**config.mk**
```make
export PLATFORM = sky130hd
export DESIGN_NAME = apu_serial_rx
export DESIGN_NICKNAME = d
export VERILOG_FILES = /design/src/rtl/apu_serial_rx.sv
export SDC_FILE = /design/constraint.sdc
export NUM_CORES = 1
export LEC_CHECK = 0
export BUFFER_PORTS_ARGS = -buffer_cell sky130_fd_sc_hd__buf_2
export CORE_MARGIN = 2
export CORE_UTILIZATION = 35
export DETAILED_ROUTE_END_ITERATION = 7
export MAX_ROUTING_LAYER = met4
export SLEW_MARGIN = 20
export SYNTH_ARGS = -nofsm -noshare
export SYNTH_HDL_FRONTEND = slang
export SYNTH_SLANG_ARGS = --single-unit
```
**constraint.sdc**
```tcl
create_clock -name clk -period 2 [get_ports clk]
set_input_delay 0.2 -clock clk [delete_from_list [all_inputs] [get_ports clk]]
set_output_delay 0.2 -clock clk [all_outputs]
set_load 0.05 [all_outputs]
```
**src/rtl/apu_serial_rx.sv**
```systemverilog
//------------------------------------------------------------------------------
// Module  : apu_serial_rx
// Brief   : 8N1 UART receiver that turns host bytes into 4-byte register-write
//           frames for the APU sound-generator register file.
// Rev     : 1.0
//------------------------------------------------------------------------------
`default_nettype none

module apu_serial_rx #(
  parameter int CLKRATE     = 1_789_773,
  parameter int BAUDRATE    = 9600,
  parameter int GAP_BITS    = 20,
  parameter int LINK_CYCLES = 178_977
) (
  input  logic       clk,
  input  logic       rst_n,
  input  logic       i_rx,
  output logic       o_tx,
  output logic       o_reg_wr,
  output logic [1:0] o_reg_addr,
  output logic [7:0] o_reg_data,
  output logic       o_frame_done,
  output logic       o_frame_err,
  output logic       o_link
);

  localparam int DIVISOR = CLKRATE / BAUDRATE;
  localparam int HALF    = DIVISOR / 2;
  localparam int GAP_MAX = GAP_BITS * DIVISOR;
  localparam int BW      = $clog2(DIVISOR + 1);
  localparam int GW      = $clog2(GAP_MAX + 1);
  localparam int LW      = $clog2(LINK_CYCLES + 1);

  localparam logic [BW-1:0] c_div     = BW'(DIVISOR);
  localparam logic [BW-1:0] c_half    = BW'(HALF);
  localparam logic [BW-1:0] c_bit_one = BW'(1);
  localparam logic [GW-1:0] c_gap_max = GW'(GAP_MAX);
  localparam logic [LW-1:0] c_link    = LW'(LINK_CYCLES);
  localparam logic [LW-1:0] c_lnk_one = LW'(1);

  typedef enum logic [2:0] {
    S_IDLE  = 3'd0,
    S_START = 3'd1,
    S_DATA  = 3'd2,
    S_STOP  = 3'd3,
    S_BREAK = 3'd4
  } state_t;

  state_t          r_state;
  state_t          w_state_nxt;
  logic            r_sync1;
  logic            r_rxs;
  logic            r_rxs_d;
  logic [BW-1:0]   r_bit_cnt;
  logic [2:0]      r_bit_idx;
  logic [7:0]      r_shift;
  logic [1:0]      r_idx;
  logic [GW-1:0]   r_gap_cnt;
  logic [LW-1:0]   r_link_cnt;
  logic            r_wr_pend;
  logic            r_reg_wr;
  logic [1:0]      r_reg_addr;
  logic [7:0]      r_reg_data;
  logic            r_frame_done;
  logic            r_frame_err;
  logic            r_link;

  logic w_fall;
  logic w_expire;
  logic w_load_half;
  logic w_load_div;
  logic w_shift_en;
  logic w_stop_ok;
  logic w_stop_bad;

  assign w_fall   = r_rxs_d & ~r_rxs;
  assign w_expire = (r_bit_cnt == c_bit_one);

  // Synchronizer flops reset to the idle-high line level.
  always_ff @(posedge clk or negedge rst_n) begin
    if (!rst_n) begin
      r_sync1 <= 1'b1;
      r_rxs   <= 1'b1;
      r_rxs_d <= 1'b1;
    end else begin
      r_sync1 <= i_rx;
      r_rxs   <= r_sync1;
      r_rxs_d <= r_rxs;
    end
  end

  always_ff @(posedge clk or negedge rst_n) begin
    if (!rst_n) r_state <= S_IDLE;
    else        r_state <= w_state_nxt;
  end

  always_comb begin
    w_state_nxt = r_state;
    w_load_half = 1'b0;
    w_load_div  = 1'b0;
    w_shift_en  = 1'b0;
    w_stop_ok   = 1'b0;
    w_stop_bad  = 1'b0;
    case (r_state)
      S_IDLE: begin
        if (w_fall) begin
          w_state_nxt = S_START;
          w_load_half = 1'b1;
        end
      end
      S_START: begin
        if (w_expire) begin
          if (!r_rxs) begin
            w_state_nxt = S_DATA;
            w_load_div  = 1'b1;
          end else begin
            w_state_nxt = S_IDLE;
          end
        end
      end
      S_DATA: begin
        if (w_expire) begin
          w_shift_en = 1'b1;
          w_load_div = 1'b1;
          if (r_bit_idx == 3'd7) w_state_nxt = S_STOP;
        end
      end
      S_STOP: begin
        if (w_expire) begin
          if (r_rxs) begin
            w_stop_ok   = 1'b1;
            w_state_nxt = S_IDLE;
          end else begin
            w_stop_bad  = 1'b1;
            w_state_nxt = S_BREAK;
          end
        end
      end
      S_BREAK: begin
        if (r_rxs) w_state_nxt = S_IDLE;
      end
      default: w_state_nxt = S_IDLE;
    endcase
  end

  // Bit timer: loaded value N expires N cycles later, then idles at zero.
  always_ff @(posedge clk or negedge rst_n) begin
    if (!rst_n) begin
      r_bit_cnt <= '0;
      r_bit_idx <= '0;
      r_shift   <= '0;
    end else begin
      if (w_load_half)          r_bit_cnt <= c_half;
      else if (w_load_div)      r_bit_cnt <= c_div;
      else if (r_bit_cnt != '0) r_bit_cnt <= r_bit_cnt - c_bit_one;

      if (w_load_half)     r_bit_idx <= '0;
      else if (w_shift_en) r_bit_idx <= r_bit_idx + 3'd1;

      if (w_shift_en) r_shift <= {r_rxs, r_shift[7:1]};
    end
  end

  // Frame error outranks everything; a saturated gap keeps the index at 0.
  always_ff @(posedge clk or negedge rst_n) begin
    if (!rst_n) begin
      r_gap_cnt <= '0;
      r_idx     <= '0;
    end else begin
      if (w_stop_ok)
        r_gap_cnt <= '0;
      else if (r_state == S_IDLE && r_gap_cnt != c_gap_max)
        r_gap_cnt <= r_gap_cnt + GW'(1);

      if (w_stop_bad)                 r_idx <= '0;
      else if (r_wr_pend)             r_idx <= r_idx + 2'd1;
      else if (r_gap_cnt == c_gap_max) r_idx <= '0;
    end
  end

  always_ff @(posedge clk or negedge rst_n) begin
    if (!rst_n) begin
      r_wr_pend    <= 1'b0;
      r_reg_wr     <= 1'b0;
      r_reg_addr   <= '0;
      r_reg_data   <= '0;
      r_frame_done <= 1'b0;
      r_frame_err  <= 1'b0;
    end else begin
      r_wr_pend    <= w_stop_ok;
      r_reg_wr     <= r_wr_pend;
      r_frame_done <= r_wr_pend && (r_idx == 2'd3);
      r_frame_err  <= w_stop_bad;
      if (r_wr_pend) begin
        r_reg_addr <= r_idx;
        r_reg_data <= r_shift;
      end
    end
  end

  // Link rises with the write strobe and falls LINK_CYCLES edges later.
  always_ff @(posedge clk or negedge rst_n) begin
    if (!rst_n) begin
      r_link_cnt <= '0;
      r_link     <= 1'b0;
    end else if (r_wr_pend) begin
      r_link_cnt <= c_link;
      r_link     <= 1'b1;
    end else if (r_link_cnt != '0) begin
      r_link_cnt <= r_link_cnt - c_lnk_one;
      if (r_link_cnt == c_lnk_one) r_link <= 1'b0;
    end
  end

  assign o_tx         = r_rxs;
  assign o_reg_wr     = r_reg_wr;
  assign o_reg_addr   = r_reg_addr;
  assign o_reg_data   = r_reg_data;
  assign o_frame_done = r_frame_done;
  assign o_frame_err  = r_frame_err;
  assign o_link       = r_link;

endmodule

`default_nettype wire

```
==> key figures <==
STA
  • RSZ-0062 raised after global routing: true
  • Max_slew headroom: approximately 65%
  • Setup clock skew after layout: around 0.0095 ns
  • Final Setup Violations: 3
  • Worst-Margin Slew: roughly 0.53 ns
  • Fmax achieved: 0.475 GHz
  • Final worst-path cycle share: 105%
  • Crit path time final: about 2.1 ns
  • Max Slew Vio Count: 0
  • Final WS setup: -0.104 ns
  • Number of hold violations in the final report: 0

Route
  • Wire per inst: between 10 and 15 um
  • Via density: slightly above 5
  • DRC: 0
  • Starting DRT DRC Count: 68
  • Antenna Nets Post-Route: 0
  • Total number of vias: 2,616
  • Drt pass-1 iters: 4
  • Routed wire length: approximately 6.9 mm

Status
  • Status: finished, violations left
  • Failing checks: setup timing

Die
  • I/O pin count: 18
  • Core area: around 10000 um^2
  • Row cnt: 36
  • Initial core utilization: between 30% and 40%
  • Die Footprint: around 11,000 um^2
  • Width of the chip: about 100 um
  • Die Y: 104 um

Synthesis
  • Share of the synthesized area in the top cell type: roughly half
  • Synthesized instance count: 329
  • Synth top area cells: dfrtp_1 49%, mux2_2 7.7%, mux2i_1 3.7%, ha_1 3.5%, nor2_1 3.0%
  • Yosys warnings: 0
  • Async SR Flop Fraction: 100%
  • Mux cell area share after synthesis: 11.3%
  • Synthesized flop and latch total: between 70 and 80
  • Compound-Gate Fraction of Synth Area: a little under a tenth
  • Post-Synth Simple-Gate Area: 19.5%
  • Post-Synth XOR/XNOR Area: approximately 2.5%
  • Main synth FF type: dfrtp_1
  • Post-synth top area cell: dfrtp_1
  • Post-synthesis cell type count: 48
  • Seq/Total Area, Yosys: between 50% and 60%
  • Combinational family with the most area after synthesis: simple AND/OR/NAND/NOR gates
  • Synthesized area: roughly 3500 um^2
  • Post-Synth Adder-Cell Area: 3.55%
  • EDFF count, synth: 0
  • Syn avg cell area: ~11 um^2
  • Syn nets: ~340

Worst setup path
  • Required @ worst endpoint: 2.28 ns
  • Worst path max stage delay: 0.55 ns
  • CP cell instances: or4_4 -> or4b_4 -> or4_4 -> a21oi_2
  • CP bufs+invs: 0
  • CP Data Arrival Time: between 2 and 2.5 ns
  • Worst-path fanout max: 3
  • Crit start category: register
  • Max stage delay cell, worst path: or4_4
  • CP most frequent cell: or4_4
  • Critical Path Sink Type: register
  • CP top delay family: simple AND/OR/NAND/NOR gates
  • WS Path Type: reg -> reg

Clocking
  • Clk Latency, worst-skew pair: 0.35 ns
  • Max Root-Sink Buffers: 2
  • Clock sink count: 72
  • CTS buffer count: 9
  • Post-CTS Setup Repair Bufs: 0
  • Root Buffer: clkbuf_8
  • Worst-path clk slew: ~0.080 ns
  • CTS tree: done
  • H-tree depth: 3

Power and ir drop
  • Leakage: about 2.0 nW
  • VDD IR max: 0.000623 V
  • Power Dens Cells: about 1100 nW/um^2
  • Design Power: just under 5 mW

Global route
  • Pin count of the biggest net entering global routing: between 40 and 50
  • Global-route wire length before repair: around 12 mm
  • Total GRT Usage: around 14%
  • Vias in the first global route: about 2,600
  • Initial antenna violation count: 0
  • GRT overflow: 0

Final layout
  • Filler cell count: about 950
  • P&R area growth vs syn: 21.0%
  • # diodes: 0
  • Nets@finish: 395
  • Share of post-route cells with drive strength above 1: between 20 and 30%

Place
  • GP Congestion: ~0.83
  • Worst Setup Slack post-DPL: -0.0955 ns
  • Dpl hpwl: ~4.8 mm
  • Port buffer count: 17

Hold path
  • Worst Hold Class: reg -> reg

Job
  • Max_cap viols: 0
power breakdown:
group          switching (mW)  internal, mW
clock network           0.604         0.473
registers               0.310          1.78
logic                   0.812         0.869
logic make-up (layout without fill, tap and decap cells):
family	after synthesis	after routing
xor+xnor	10	10
simple gates	125	125
compound gates	51	51
flops	72	72
fa+ha+maj	10	10
mux	37	37
buf+inv	24	82
cells in the final DEF (no fill, tap or decap), types with 12 or more instances in the layout:
| master | Yosys | layout |
|---|---|---|
| nand2_1 | 18 | 18 |
| inv_1 | 13 | 13 |
| a21oi_1 | 18 | 17 |
| mux2i_1 | 13 | 12 |
| nor2b_1 | 13 | 13 |
| buf_4 | 0 | 33 |
| nor2_1 | 28 | 28 |
| dfrtp_1 | 69 | 69 |
| mux2_2 | 24 | 24 |
| buf_2 | 2 | 16 |
sequential cells by signal, indices dropped and copies added, names as in the netlist:
register,flops
r_idx,2
r_rxs_d,1
o_frame_err,1
r_gap_cnt,12
r_bit_idx,3
r_sync1,1
o_reg_addr,2
r_shift,8
o_link,1
r_bit_cnt,8
o_frame_done,1
o_reg_data,8
o_tx,1
r_link_cnt,18
r_state,3
r_wr_pend,1
o_reg_wr,1
what timing repair did:
item,in CTS,in global routing
endpoints found under the hold margin,39,0
pin swaps,0,1
endpoints found under the setup margin,13,14
gates resized for setup,2,15
gates cloned,0,0
hold buffers,2,0
worst paths after layout:
kind	startpoint	endpoint	slack [ns]	cells past startpoint
worst max-delay path	r_link_cnt[11]	r_link_cnt[16]	-0.10	4
worst max register to register	r_link_cnt[11]	r_link_cnt[16]	-0.10	4
max in group asynchronous	rst_n	r_rxs_d	1.00	3
worst min-delay path	r_sync1	o_tx	0.36	0
min in group asynchronous	rst_n	o_reg_wr	0.37	2
worst min register to register	r_sync1	o_tx	0.36	0
per-stage QoR:
| stage | utilization (%) | instances | TNS [ns] | instance area, um^2 | hold slack (ns) |
|---|---|---|---|---|---|
| 2_1_floorplan | - | 329 | -0.243 | 3530 | -0.0956 |
| 3_3_place_gp | 41.1 | 502 | -0.360 | 4020 | 0.214 |
| 3_5_place_dp | 41.1 | 502 | -0.462 | 4020 | 0.218 |
| 4_1_cts | 43.3 | 520 | -0.252 | 4230 | 0.362 |
| 5_1_grt | 43.7 | 520 | -0.625 | 4270 | 0.368 |
| 6_report | 43.7 | 520 | -0.301 | 4270 | 0.360 |
per-layer routing:
layer | share of wire (%) | wire, um | vias to the layer above | GRT usage [%]
met1 | 47 | 3250 | 1287 | 16.7
met4 | 1.2 | 83 | 0 | 3.19
li1 | - | - | 1289 | -
met3 | 3.0 | 208 | 11 | 4.51
met2 | 48 | 3310 | 29 | 22.4
met5 | 0 | 0 | - | -
layout make-up:
class                   instances  area [um^2]  share of cell area (%)
repair buffers                 53          388                    9.08
clock buffers                   9          124                    2.90
multi-input cells             233         1680                    39.3
inverters                      13         48.8                    1.14
well taps                     133          166                    3.90
clock inverters                 7         61.3                    1.44
flip-flops and latches         72         1810                    42.3
cell usage after synthesis (all sizes together) (2+ instances only):
master and n:
nor2b 13, nor3b 2, o31ai 4, mux2 24
dfstp 3, a31o 2, and4b 2, o21ai 9
nor3 10, buf 3, a2111oi 4, dfrtp 69
nand2b 5, a21oi 18, nand2 18, o21a 2
clkbuf 8, or3 6, xnor2 4, nor2 28
mux2i 13, nand4 7, or3b 2, nand3 9
nor4 4, xor2 6, or4 6, nand4b 2
nand3b 2, inv 13, ha 10, a211oi 4
and3 5
Note: power is estimated with default switching activity, not from simulation.
